**src/rtl/ga23_sdr_arbiter_if.sv**
```systemverilog
// Requester, SDRAM and debug signals of the GA23 SDRAM read arbiter.
// The arbiter takes the slave side; the requesters and SDRAM controller take the master side.
interface ga23_sdr_arbiter_if #(
    parameter int NUM_REQ = 3,
    parameter int AW      = 22,
    parameter int DW      = 32
);
    logic [NUM_REQ-1:0]    req;
    logic [NUM_REQ*AW-1:0] req_addr;
    logic [NUM_REQ-1:0]    rdy;
    logic [DW-1:0]         rd_data;
    logic                  mem_req;
    logic [AW-1:0]         mem_addr;
    logic                  mem_ack;
    logic [DW-1:0]         mem_data;
    logic                  overrun;
    logic [7:0]            overrun_cnt;

    modport slave (
        input  req, req_addr, mem_ack, mem_data,
        output rdy, rd_data, mem_req, mem_addr, overrun, overrun_cnt
    );

    modport master (
        output req, req_addr, mem_ack, mem_data,
        input  rdy, rd_data, mem_req, mem_addr, overrun, overrun_cnt
    );
endinterface

```
**src/rtl/ga23_sdr_arbiter.sv**
```systemverilog
// Round-robin SDRAM row-fetch arbiter, one pending fetch per requester; req -> mem_req in 2 clks, ack -> rdy in 1 clk.
// No backpressure to requesters: a newer request replaces the pending or in-flight one and pulses overrun.
module ga23_sdr_arbiter #(
    parameter int NUM_REQ = 3,
    parameter int AW      = 22,
    parameter int DW      = 32
) (
    input  logic                     clk,
    input  logic                     reset_n,
    ga23_sdr_arbiter_if.slave        bus
);
    localparam int RW = $clog2(NUM_REQ);
    localparam logic [RW:0]   NREQ_W = (RW+1)'(NUM_REQ);
    localparam logic [RW-1:0] LAST   = RW'(NUM_REQ - 1);

    typedef enum logic {IDLE, BUSY} state_t;

    state_t                     state_q, state_d;
    logic [NUM_REQ-1:0]         pend_q, pend_d;
    logic [NUM_REQ-1:0]         stale_q, stale_d;
    logic [NUM_REQ-1:0]         rdy_q, rdy_d;
    logic [NUM_REQ-1:0][AW-1:0] paddr_q, paddr_d;
    logic [RW-1:0]              rr_q, rr_d;
    logic [RW-1:0]              cur_q, cur_d;
    logic                       mem_req_q, mem_req_d;
    logic [AW-1:0]              mem_addr_q, mem_addr_d;
    logic [DW-1:0]              rd_data_q, rd_data_d;
    logic                       overrun_q, overrun_d;
    logic [7:0]                 overrun_cnt_q, overrun_cnt_d;

    logic [RW-1:0]              sel;
    logic                       sel_vld;
    logic [RW:0]                sum;
    logic                       ovr;

    // First pending requester at or after the round-robin pointer.
    always_comb begin
        sel     = rr_q;
        sel_vld = 1'b0;
        sum     = '0;
        for (int k = 0; k < NUM_REQ; k++) begin
            sum = {1'b0, rr_q} + (RW+1)'(k);
            if (sum >= NREQ_W) begin
                sum = sum - NREQ_W;
            end
            if (!sel_vld && pend_q[sum[RW-1:0]]) begin
                sel     = sum[RW-1:0];
                sel_vld = 1'b1;
            end
        end
    end

    always_comb begin
        state_d    = state_q;
        pend_d     = pend_q;
        paddr_d    = paddr_q;
        stale_d    = stale_q;
        rr_d       = rr_q;
        cur_d      = cur_q;
        mem_req_d  = mem_req_q;
        mem_addr_d = mem_addr_q;
        rd_data_d  = rd_data_q;
        rdy_d      = '0;
        ovr        = 1'b0;

        case (state_q)
            IDLE: begin
                if (sel_vld) begin
                    state_d     = BUSY;
                    mem_req_d   = 1'b1;
                    mem_addr_d  = paddr_q[sel];
                    pend_d[sel] = 1'b0;
                    cur_d       = sel;
                    rr_d        = (sel == LAST) ? '0 : sel + RW'(1);
                end
            end
            BUSY: begin
                if (bus.mem_ack) begin
                    state_d        = IDLE;
                    mem_req_d      = 1'b0;
                    rdy_d[cur_q]   = ~stale_q[cur_q];
                    stale_d[cur_q] = 1'b0;
                    if (!stale_q[cur_q]) begin
                        rd_data_d = bus.mem_data;
                    end
                end
            end
            default: state_d = IDLE;
        endcase

        // New requests land after the grant so a same-cycle grant issues the old address.
        for (int i = 0; i < NUM_REQ; i++) begin
            if (bus.req[i]) begin
                if (pend_q[i]) begin
                    ovr = 1'b1;
                end
                if (state_q == BUSY && cur_q == RW'(i) && !bus.mem_ack) begin
                    stale_d[i] = 1'b1;
                    ovr        = 1'b1;
                end
                pend_d[i]  = 1'b1;
                paddr_d[i] = bus.req_addr[i*AW +: AW];
            end
        end

        overrun_d     = ovr;
        overrun_cnt_d = (ovr && overrun_cnt_q != 8'hFF) ? overrun_cnt_q + 8'd1 : overrun_cnt_q;
    end

    always_ff @(posedge clk or negedge reset_n) begin
        if (!reset_n) begin
            state_q       <= IDLE;
            pend_q        <= '0;
            paddr_q       <= '0;
            stale_q       <= '0;
            rr_q          <= '0;
            cur_q         <= '0;
            mem_req_q     <= 1'b0;
            mem_addr_q    <= '0;
            rd_data_q     <= '0;
            rdy_q         <= '0;
            overrun_q     <= 1'b0;
            overrun_cnt_q <= '0;
        end else begin
            state_q       <= state_d;
            pend_q        <= pend_d;
            paddr_q       <= paddr_d;
            stale_q       <= stale_d;
            rr_q          <= rr_d;
            cur_q         <= cur_d;
            mem_req_q     <= mem_req_d;
            mem_addr_q    <= mem_addr_d;
            rd_data_q     <= rd_data_d;
            rdy_q         <= rdy_d;
            overrun_q     <= overrun_d;
            overrun_cnt_q <= overrun_cnt_d;
        end
    end

    assign bus.rdy         = rdy_q;
    assign bus.rd_data     = rd_data_q;
    assign bus.mem_req     = mem_req_q;
    assign bus.mem_addr    = mem_addr_q;
    assign bus.overrun     = overrun_q;
    assign bus.overrun_cnt = overrun_cnt_q;
endmodule
```
**src/flat_wrapper.sv**
```systemverilog
// flat-port wrapper written by rule: the top's interface ports become plain ports
module ga23_sdr_arbiter_flat 
#(
    parameter int NUM_REQ = 3,
    parameter int AW      = 22,
    parameter int DW      = 32
)
  (clk, reset_n, bus_req, bus_req_addr, bus_mem_ack, bus_mem_data, bus_rdy, bus_rd_data, bus_mem_req, bus_mem_addr, bus_overrun, bus_overrun_cnt);
  ga23_sdr_arbiter_if #(.NUM_REQ(NUM_REQ), .AW(AW), .DW(DW)) bus_i ();
  input  logic clk;
  input  logic reset_n;
  input wire logic [$bits(bus_i.req)-1:0] bus_req;
  input wire logic [$bits(bus_i.req_addr)-1:0] bus_req_addr;
  input wire logic [$bits(bus_i.mem_ack)-1:0] bus_mem_ack;
  input wire logic [$bits(bus_i.mem_data)-1:0] bus_mem_data;
  output wire logic [$bits(bus_i.rdy)-1:0] bus_rdy;
  output wire logic [$bits(bus_i.rd_data)-1:0] bus_rd_data;
  output wire logic [$bits(bus_i.mem_req)-1:0] bus_mem_req;
  output wire logic [$bits(bus_i.mem_addr)-1:0] bus_mem_addr;
  output wire logic [$bits(bus_i.overrun)-1:0] bus_overrun;
  output wire logic [$bits(bus_i.overrun_cnt)-1:0] bus_overrun_cnt;
  assign bus_i.req = bus_req;
  assign bus_i.req_addr = bus_req_addr;
  assign bus_i.mem_ack = bus_mem_ack;
  assign bus_i.mem_data = bus_mem_data;
  assign bus_rdy = bus_i.rdy;
  assign bus_rd_data = bus_i.rd_data;
  assign bus_mem_req = bus_i.mem_req;
  assign bus_mem_addr = bus_i.mem_addr;
  assign bus_overrun = bus_i.overrun;
  assign bus_overrun_cnt = bus_i.overrun_cnt;
  ga23_sdr_arbiter #(.NUM_REQ(NUM_REQ), .AW(AW), .DW(DW)) u_core (.clk(clk), .reset_n(reset_n), .bus(bus_i));
endmodule
```
**config.mk**
```make
export PLATFORM = sky130hd
export DESIGN_NAME = ga23_sdr_arbiter_flat
export DESIGN_NICKNAME = d
export VERILOG_FILES = /design/src/rtl/ga23_sdr_arbiter_if.sv /design/src/rtl/ga23_sdr_arbiter.sv /design/src/flat_wrapper.sv
export SDC_FILE = /design/constraint.sdc
export NUM_CORES = 1
export LEC_CHECK = 0
export BUFFER_PORTS_ARGS = -buffer_cell sky130_fd_sc_hd__clkbuf_2
export CORE_MARGIN = 4
export CORE_UTILIZATION = 45
export DETAILED_ROUTE_END_ITERATION = 8
export PLACE_DENSITY = 0.7
export RECOVER_POWER = 25
export SYNTH_ARGS = -nofsm -noshare
export SYNTH_HDL_FRONTEND = slang
export SYNTH_SLANG_ARGS = --single-unit
```
**constraint.sdc**
```tcl
create_clock -name clk -period 2.85 [get_ports clk]
set_input_delay 0.1425 -clock clk [delete_from_list [all_inputs] [get_ports clk]]
set_output_delay 0.1425 -clock clk [all_outputs]
set_load 0.02 [all_outputs]
```
==> out/summary.log, run 1 <==
qor: power_and_ir_drop.power_leakage 4.12 nW
qor: die.die_x 126 um
qor: sta.worst_slack 124 ps
qor: route.via_count_of_the_routed_design 4,802
qor: place.place.gp.congestion 0.880
qor: clock_network.htree_num_levels 4
qor: sta.post_route_skew 7.84 ps
qor: logic_synthesis.yosys_warning_total 0
qor: grt.groute.usage.overall 22.0%
qor: logic_synthesis.synth_top_flop_cell sky130_fd_sc_hd__dfrtp_1
qor: worst_setup_path.worst-endpoint-required 3160 ps
qor: worst_hold_path.hold_removal_path_class input port to flip-flop
qor: sta.worstMarginPinSlew 1150 ps
qor: grt.largest_net_degree_at_the_start_of_global_routing 122
qor: die.dieHeight 126 um
qor: power_and_ir_drop.pwr_density 1120 mW/mm2
qor: power_and_ir_drop.switchingPower 0.00390 W
qor: logic_synthesis.post-synth-top-count-cell sky130_fd_sc_hd__dfrtp_1
qor: layout.antennaDiodeCount 0
qor: die.initial_core_util 46.4%
qor: clock_network.cts_tree built
qor: sta.finalSetupViolations 0
qor: route.ant_nets 0
qor: grt.grt_util_met3 4.82%
qor: route.viasPerCell 5.23
qor: route.dr.pass1.iters 4
qor: worst_setup_path.critPathMaxFanout 16
qor: power_and_ir_drop.share_comb_of_total_power 45.8%
qor: logic_synthesis.ys_seq_elements 144
qor: die.fp-row-count 42
qor: worst_setup_path.regToRegSetupSlack 120 ps
qor: power_and_ir_drop.power_frac_clock 22.3%
qor: layout.final_layout_size_suffix_gt1_share 42.7%
qor: place.dpl.cell_count 787
qor: worst_setup_path.cp-end-kind flip-flop
qor: logic_synthesis.top_area_cell_type_share_of_the_netlist_area 57.9%
qor: clock_network.cts_root_buffer sky130_fd_sc_hd__clkbuf_16
qor: sta.unrepaired_setup_endpoints_after_global_routing no
qor: die.core-area 0.0134 mm2
qor: sta.clock.fmax 367 MHz
qor: logic_synthesis.synth.largest_area_cell sky130_fd_sc_hd__dfrtp_1
qor: run_status.status completed
qor: sta.final.period_utilization 95.7%
qor: layout.final_cells 919
qor: route.first_iter_violations 170
qor: clock_network.cts_buffers 17
qor: logic_synthesis.synth.distinct_cells 47
qor: worst_setup_path.cp_num_buf_inv 3
qor: power_and_ir_drop.power_switching_share 39.2%
qor: worst_setup_path.critical_path.cell_chain inv_2 -> ha_4 -> mux2i_2 -> o22ai_1 -> or3_4 -> o32ai_4 -> buf_4 -> clkbuf_16 -> nand3_1 -> a21o_1
qor: grt.grt_first_pass_wirelength 27,300 um
qor: worst_setup_path.slowest_stage_cell_cp sky130_fd_sc_hd__or3_4
qor: logic_synthesis.yosysSeqAreaShare 57.9%
qor: sta.slew-limit-headroom 23.6%
qor: worst_setup_path.path_class flip-flop to flip-flop
qor: layout.syn_to_final_growth 43.0%
qor: clock_network.worst_skew_pair.late_latency 420 ps
qor: route.postRouteWirelength 16,900 um
qor: die.io-pin-count 171
qor: grt.grt.met2_usage 38.6%
qor: logic_synthesis.synthTopCellsByArea sky130_fd_sc_hd__dfrtp_1, sky130_fd_sc_hd__mux2_2, sky130_fd_sc_hd__mux2i_1
qor: layout.layout.nets 839
qor: power_and_ir_drop.sequentialPowerShare 31.8%
qor: logic_synthesis.postSynth.asyncResetShare 100%
qor: place.dp_hpwl 10,300 um
qor: job.maxCapViolCount 0
qor: worst_setup_path.worst_ep_arrival_time 3040 ps
qor: route.post_detailed_route_wirelength_per_cell 18.4 um
qor: logic_synthesis.cell_types_with_the_highest_counts_after_synthesis sky130_fd_sc_hd__dfrtp_1, sky130_fd_sc_hd__mux2_2, sky130_fd_sc_hd__nand2_1
qor: grt.antenna_found_initial 0
qor: logic_synthesis.avgSynthCellArea 13.6 um2
qor: logic_synthesis.synth.cell_area 0.00622 mm2
qor: die.floorplan.die_area 0.0158 mm2
qor: place.place_ws 120 ps
qor: power_and_ir_drop.ir_drop 0.000587 V
qor: place.io_buffer_count 170
qor: worst_setup_path.slowest_stage_delay_on_critical_path 460 ps
qor: layout.fillCellCount 994
qor: sta.final_hold_viol_count 0
qor: logic_synthesis.syn_inst_count 459
qor: sta.setup_total_negative_slack 0 ps
qor: grt.gr-max-usage-layer met2
qor: route.drt_drc_violations_left 0
qor: logic_synthesis.syn_nets 568
qor: sta.maxSlewViolCount 0
qor: grt.grt_pass1_vias 5,296
qor: worst_setup_path.crit_family compound AO/OA/AOI/OAI gates
qor: power_and_ir_drop.cellInternalPower 0.00604 W
qor: grt.grt_overflow 0
qor: clock_network.cts.clk_slew.worst_paths 60 ps
qor: logic_synthesis.synth_edf_count 0
qor: clock_network.clockBufferDepth 2
qor: sta.post-route-min-period 2730 ps
qor: grt.global_route.usage.met1 25.6%
qor: worst_setup_path.startpoint_type_of_the_worst_setup_path flip-flop
qor: clock_network.clock_sinks 144
-- state kept, by name (all words and copies together), names as in the netlist --
register                count
u_core.bus.mem_addr        22
u_core.bus.mem_req          1
u_core.bus.overrun          1
u_core.bus.overrun_cnt      8
u_core.bus.rd_data         32
u_core.bus.rdy              3
u_core.cur_q                2
u_core.paddr_q             66
u_core.pend_q               3
u_core.rr_q                 2
u_core.stale_q              3
u_core.state_q              1
-- layer usage --
metal	vias to the layer above	routed length [um]
met2	152	8920
met1	2399	6690
met4	0	543
li1	2206	-
met3	45	711
met5	-	0
-- timing repair --
action,in CTS,in global routing
hold buffers,98,0
buffers inserted,0,1
endpoints found under the setup margin,0,19
resized for setup,0,6
endpoints found under the hold margin,216,0
-- placed cells by master, fill, tap and decap left out, types with 3 or more instances in the layout --
cell	n
sky130_fd_sc_hd__nor2b_1	3
sky130_fd_sc_hd__o211ai_1	5
sky130_fd_sc_hd__a31oi_1	8
sky130_fd_sc_hd__mux2i_1	26
sky130_fd_sc_hd__dfrtp_1	144
sky130_fd_sc_hd__nor2_1	8
sky130_fd_sc_hd__o211ai_2	17
sky130_fd_sc_hd__buf_4	13
sky130_fd_sc_hd__xnor2_1	6
sky130_fd_sc_hd__inv_1	6
sky130_fd_sc_hd__ha_1	4
sky130_fd_sc_hd__mux2_2	98
sky130_fd_sc_hd__clkbuf_1	26
sky130_fd_sc_hd__nand4_1	24
sky130_fd_sc_hd__o21a_1	4
sky130_fd_sc_hd__dlygate4sd3_1	98
sky130_fd_sc_hd__a21o_1	3
sky130_fd_sc_hd__clkbuf_16	18
sky130_fd_sc_hd__nand2_1	31
sky130_fd_sc_hd__clkbuf_2	146
sky130_fd_sc_hd__o21ai_0	6
sky130_fd_sc_hd__clkinv_4	3
sky130_fd_sc_hd__clkbuf_8	4
-- cells by family after synthesis --
logic type	share of synthesized area [%]
compound gates	7.68
xor+xnor	0.985
fa+ha+maj	1.01
buf+inv	3.26
flops	57.9
mux	22.2
simple gates	6.94
-- through the flow --
stage,utilization [%],hold WS (ps),total power [W],instance area (um2)
6_report,66.4,11.3,0.00994,8900
5_1_grt,66.4,4.76,0.0105,8900
4_1_cts,66.2,0.0954,0.00979,8870
3_5_place_dp,54.5,367,0.00743,7300
3_3_place_gp,54.5,357,0.00727,7300
2_1_floorplan,-,-153,0.00614,6220
-- power by group through the flow --
stage	clock [W]	combinational [W]	sequential, W
after detailed placement	0	0.00425	0.00318
after global routing	0.00234	0.00490	0.00324
after CTS	0.00226	0.00438	0.00315
final	0.00222	0.00456	0.00317
after global placement	0	0.00412	0.00315
after floorplan	0	0.00253	0.00361
-- final timing paths --
| path | start | cells after the start | endpoint |
|---|---|---|---|
| min reg2reg | u_core.bus.overrun_cnt[5]$_DFFE_PN0P_ | 1 | u_core.bus.overrun_cnt[5]$_DFFE_PN0P_ |
| max in group asynchronous | reset_n | 3 | u_core.paddr_q[47]$_DFFE_PN0P_ |
| max reg2reg | u_core.rr_q[0]$_DFFE_PN0P_ | 10 | u_core.pend_q[2]$_DFFE_PN0P_ |
| min in group asynchronous | reset_n | 2 | u_core.paddr_q[36]$_DFFE_PN0P_ |
| min | bus_req_addr[49] | 2 | u_core.paddr_q[49]$_DFFE_PN0P_ |
| max | u_core.rr_q[0]$_DFFE_PN0P_ | 10 | u_core.pend_q[2]$_DFFE_PN0P_ |
-- layout make-up --
class | instances | area (um2) | area share (%)
inverters | 7 | 26.3 | 0.295
multi-input cells | 275 | 2470 | 27.8
well taps | 176 | 220 | 2.47
repair buffers | 285 | 1980 | 22.3
flip-flops and latches | 144 | 3600 | 40.5
clock buffers | 24 | 492 | 5.52
clock inverters | 8 | 104 | 1.17
No activity file was read; power rests on OpenSTA's default activity.
==> run 2, diff against run 1 <==
==> constraint.sdc (replaced) <==
create_clock -name clk -period 2.85 [get_ports clk]
set_input_delay 0 -clock clk [delete_from_list [all_inputs] [get_ports clk]]
set_output_delay 0 -clock clk [all_outputs]
set_load 0.02 [all_outputs]
==> run 2 against run 1 <==
Against the previous run: the flow now finishes with violations (max-capacitance violations, max-slew violations); critical path depth unchanged; sequential share of layout area shrank 0.082 points; cell count increased by 0.22%; non-clock buffer count up 3; worst hold slack better by 130 ps; clock-buffer cell count grew 1; global-route usage about the same; clock skew is 3.7 ps lower; worst setup slack about the same; via count is 0.54% higher; core utilization grew 0.16 points; maximum frequency is essentially flat; largest power group unchanged.
==> out/summary.log, run 2 (same netlist as run 1, synthesis figures left out) <==
qor: worst_setup_path.worst-endpoint-required 3140 ps [-20 ps]
qor: worst_hold_path.holdCritStartpoint bus_req[1]
qor: sta.worstMarginPinSlew 1620 ps [+475 ps]
qor: clock_network.cts_buffers 17 [unchanged]
qor: die.dieHeight 126 um [unchanged]
qor: sta.final_hold_viol_count 0 [unchanged]
qor: clock_network.cts.clk_slew.worst_paths 60 ps [about the same]
qor: sta.finalSetupViolations 0 [unchanged]
qor: layout.layout.cells.most_common_list sky130_fd_sc_hd__clkbuf_2, sky130_fd_sc_hd__dfrtp_1, sky130_fd_sc_hd__dlygate4sd3_1, sky130_fd_sc_hd__mux2_2, sky130_fd_sc_hd__nand2_1
qor: die.fp-row-count 42 [unchanged]
qor: layout.syn_to_final_growth 43.4%
qor: place.dpl.cell_count 787 [unchanged]
qor: worst_setup_path.critPathMaxFanout 15 [-1]
qor: grt.largest_net_degree_at_the_start_of_global_routing 65 [-47%]
qor: grt.groute.usage.overall 22.0% [-0.032 points]
qor: layout.final_layout_size_suffix_gt1_share 45.4% [+2.8 points]
qor: place.place.gp.congestion 0.860 [-2.2%]
qor: worst_setup_path.worst_r2r_startpoint u_core.rr_q[0]$_DFFE_PN0P_
qor: grt.grt_overflow 0 [unchanged]
qor: sta.post-route-min-period 2730 ps [+0.0690 ps]
qor: clock_network.htree_num_levels 4 [unchanged]
qor: worst_setup_path.worst_ep_arrival_time 3020 ps [-20 ps]
qor: run_status.status complete, but fails checks
qor: run_status.violations max-capacitance violations, max-slew violations
qor: die.core-area 0.0134 mm2 [unchanged]
qor: place.dp_hpwl 10,700 um [+3.8%]
qor: power_and_ir_drop.ir_drop 0.000676 V [+15%]
qor: layout.largest_register_ffs 66 [unchanged]
qor: route.ant_nets 0 [unchanged]
qor: route.post_detailed_route_wirelength_per_cell 18.6 um [+1.1%]
qor: worst_setup_path.path_class flip-flop to flip-flop
qor: route.dr.pass1.iters 4 [unchanged]
qor: power_and_ir_drop.power_leakage 4.19 nW [+1.7%]
qor: route.viasPerCell 5.24 [+0.32%]
qor: worst_setup_path.cp-end-kind flip-flop
qor: route.postRouteWirelength 17,100 um [+1.3%]
qor: place.io_buffer_count 170 [unchanged]
qor: sta.final.period_utilization 95.7% [about the same]
qor: grt.antenna_found_initial 1 [+1]
qor: worst_setup_path.critical_path.reg2reg.endpoint u_core.bus.mem_addr[17]$_DFFE_PN0P_
qor: sta.slew-limit-headroom -8.10% [-32 points]
qor: layout.layout.nets 842 [+0.36%]
qor: clock_network.cts_tree built
qor: job.maxCapViolCount 1 [+1]
qor: power_and_ir_drop.pwr_density 1110 mW/mm2 [-0.92%]
qor: worst_hold_path.worst_hold_path.num_cells 4 [+2]
qor: grt.grt_pass1_vias 5,408 [+2.1%]
qor: worst_setup_path.regToRegSetupSlack 120 ps [about the same]
qor: clock_network.cts_root_buffer sky130_fd_sc_hd__clkbuf_16
qor: clock_network.clock_sinks 144 [unchanged]
qor: layout.largest-register u_core.paddr_q
qor: die.die_x 126 um [unchanged]
qor: worst_setup_path.startpoint_type_of_the_worst_setup_path flip-flop
qor: route.drt_drc_violations_left 0 [unchanged]
qor: worst_setup_path.worstRegToRegCells 10 [unchanged]
qor: grt.grt_first_pass_wirelength 27,500 um [+0.56%]
qor: sta.maxSlewViolCount 65 [+65]
qor: worst_hold_path.hold_removal_path_class input port to flip-flop
qor: sta.fin_worst_hold_slack 141 ps [+129 ps]
qor: clock_network.clockBufferDepth 2 [unchanged]
qor: route.first_iter_violations 244 [+44%]
qor: sta.clock.fmax 367 MHz [about the same]
qor: clock_network.worst_skew_pair.late_latency 420 ps [about the same]
qor: worst_hold_path.worst_hold_path.endpoint u_core.paddr_q[37]$_DFFE_PN0P_
qor: die.floorplan.die_area 0.0158 mm2 [unchanged]
qor: sta.post_route_skew 4.11 ps [-3.73 ps]
qor: die.initial_core_util 46.4% [unchanged]
qor: layout.final_common_cell sky130_fd_sc_hd__clkbuf_2
qor: die.io-pin-count 171 [unchanged]
qor: route.via_count_of_the_routed_design 4,828 [+0.54%]
qor: layout.final_cells 921 [+0.22%]
## run 2: cell count changes in the layout (fill, tap and decap cells not counted), moves of 2 or more
cell / delta
sky130_fd_sc_hd__clkbuf_1: -24
sky130_fd_sc_hd__clkbuf_2: +24
sky130_fd_sc_hd__clkbuf_8: +2
sky130_fd_sc_hd__clkinv_4: -3
sky130_fd_sc_hd__dlygate4sd3_1: +3
sky130_fd_sc_hd__mux2i_1: +2
sky130_fd_sc_hd__mux2i_2: -2
## run 2: worst max path at each step
stage	from	endpoint	slack, ps
floorplan	u_core.rr_q[0]$_DFFE_PN0P_	u_core.bus.mem_addr[10]$_DFFE_PN0P_	380
global placement	u_core.rr_q[0]$_DFFE_PN0P_	u_core.pend_q[1]$_DFFE_PN0P_	270
detailed placement	u_core.rr_q[0]$_DFFE_PN0P_	u_core.bus.mem_addr[14]$_DFFE_PN0P_	110
CTS	u_core.rr_q[0]$_DFFE_PN0P_	u_core.bus.mem_addr[15]$_DFFE_PN0P_	90
global route	u_core.rr_q[0]$_DFFE_PN0P_	u_core.bus.mem_addr[17]$_DFFE_PN0P_	-10
finish	u_core.rr_q[0]$_DFFE_PN0P_	u_core.bus.mem_addr[17]$_DFFE_PN0P_	120
## run 2: worst max-delay path: stages, from the launching register on
cell                        delay (ps)
sky130_fd_sc_hd__dfrtp_1           420
sky130_fd_sc_hd__inv_2             110
sky130_fd_sc_hd__ha_4              180
sky130_fd_sc_hd__mux2i_1           260
sky130_fd_sc_hd__o22ai_1           180
sky130_fd_sc_hd__or3_4             460
sky130_fd_sc_hd__o32ai_4           350
sky130_fd_sc_hd__buf_4             190
sky130_fd_sc_hd__clkbuf_16         170
sky130_fd_sc_hd__mux2i_1           190
sky130_fd_sc_hd__o211ai_1           90
## run 2: repair_timing
action	in CTS	in global routing
setup buffers	0	1
hold buffers	101	0
hold endpoints to repair	165	0
endpoints found under the setup margin	0	27
resized for setup	0	5
## run 2: routing by layer
layer | up-vias | routed length, um | track usage, %
met4 | 0 | 399 | 8.10
met5 | - | 0 | 0
met2 | 145 | 9180 | 39.0
met3 | 36 | 734 | 5.63
met1 | 2432 | 6780 | 25.7
li1 | 2215 | - | -
## run 2: report_power, final
group | switching [W] | internal, W
Combinational | 0.00258 | 0.00199
Clock | 0.000793 | 0.00132
Sequential | 0.000488 | 0.00270
## run 2: through the flow
step / setup WS (ps) / area (um2) / util [%] / setup TNS, ps / power [W]
after floorplan: 384 / 6220 / - / 0 / 0.00614
after global placement: 272 / 7300 / 54.5 / 0 / 0.00727
after detailed placement: 113 / 7300 / 54.5 / 0 / 0.00745
after CTS: 92.6 / 8880 / 66.2 / 0 / 0.00971
after global routing: -10.7 / 8920 / 66.6 / -10.7 / 0.0104
final: 124 / 8920 / 66.6 / 0 / 0.00987
## run 2: cell type report
class                      instances  area [um2]
multi-input combinational        275        2470
clock buffer                      25         515
tap                              176         220
clock inverter                     5        52.6
antenna                            1        2.50
timing repair buffer             288        2040
fill                             937        4480
sequential                       144        3600
inverter                           7        26.3
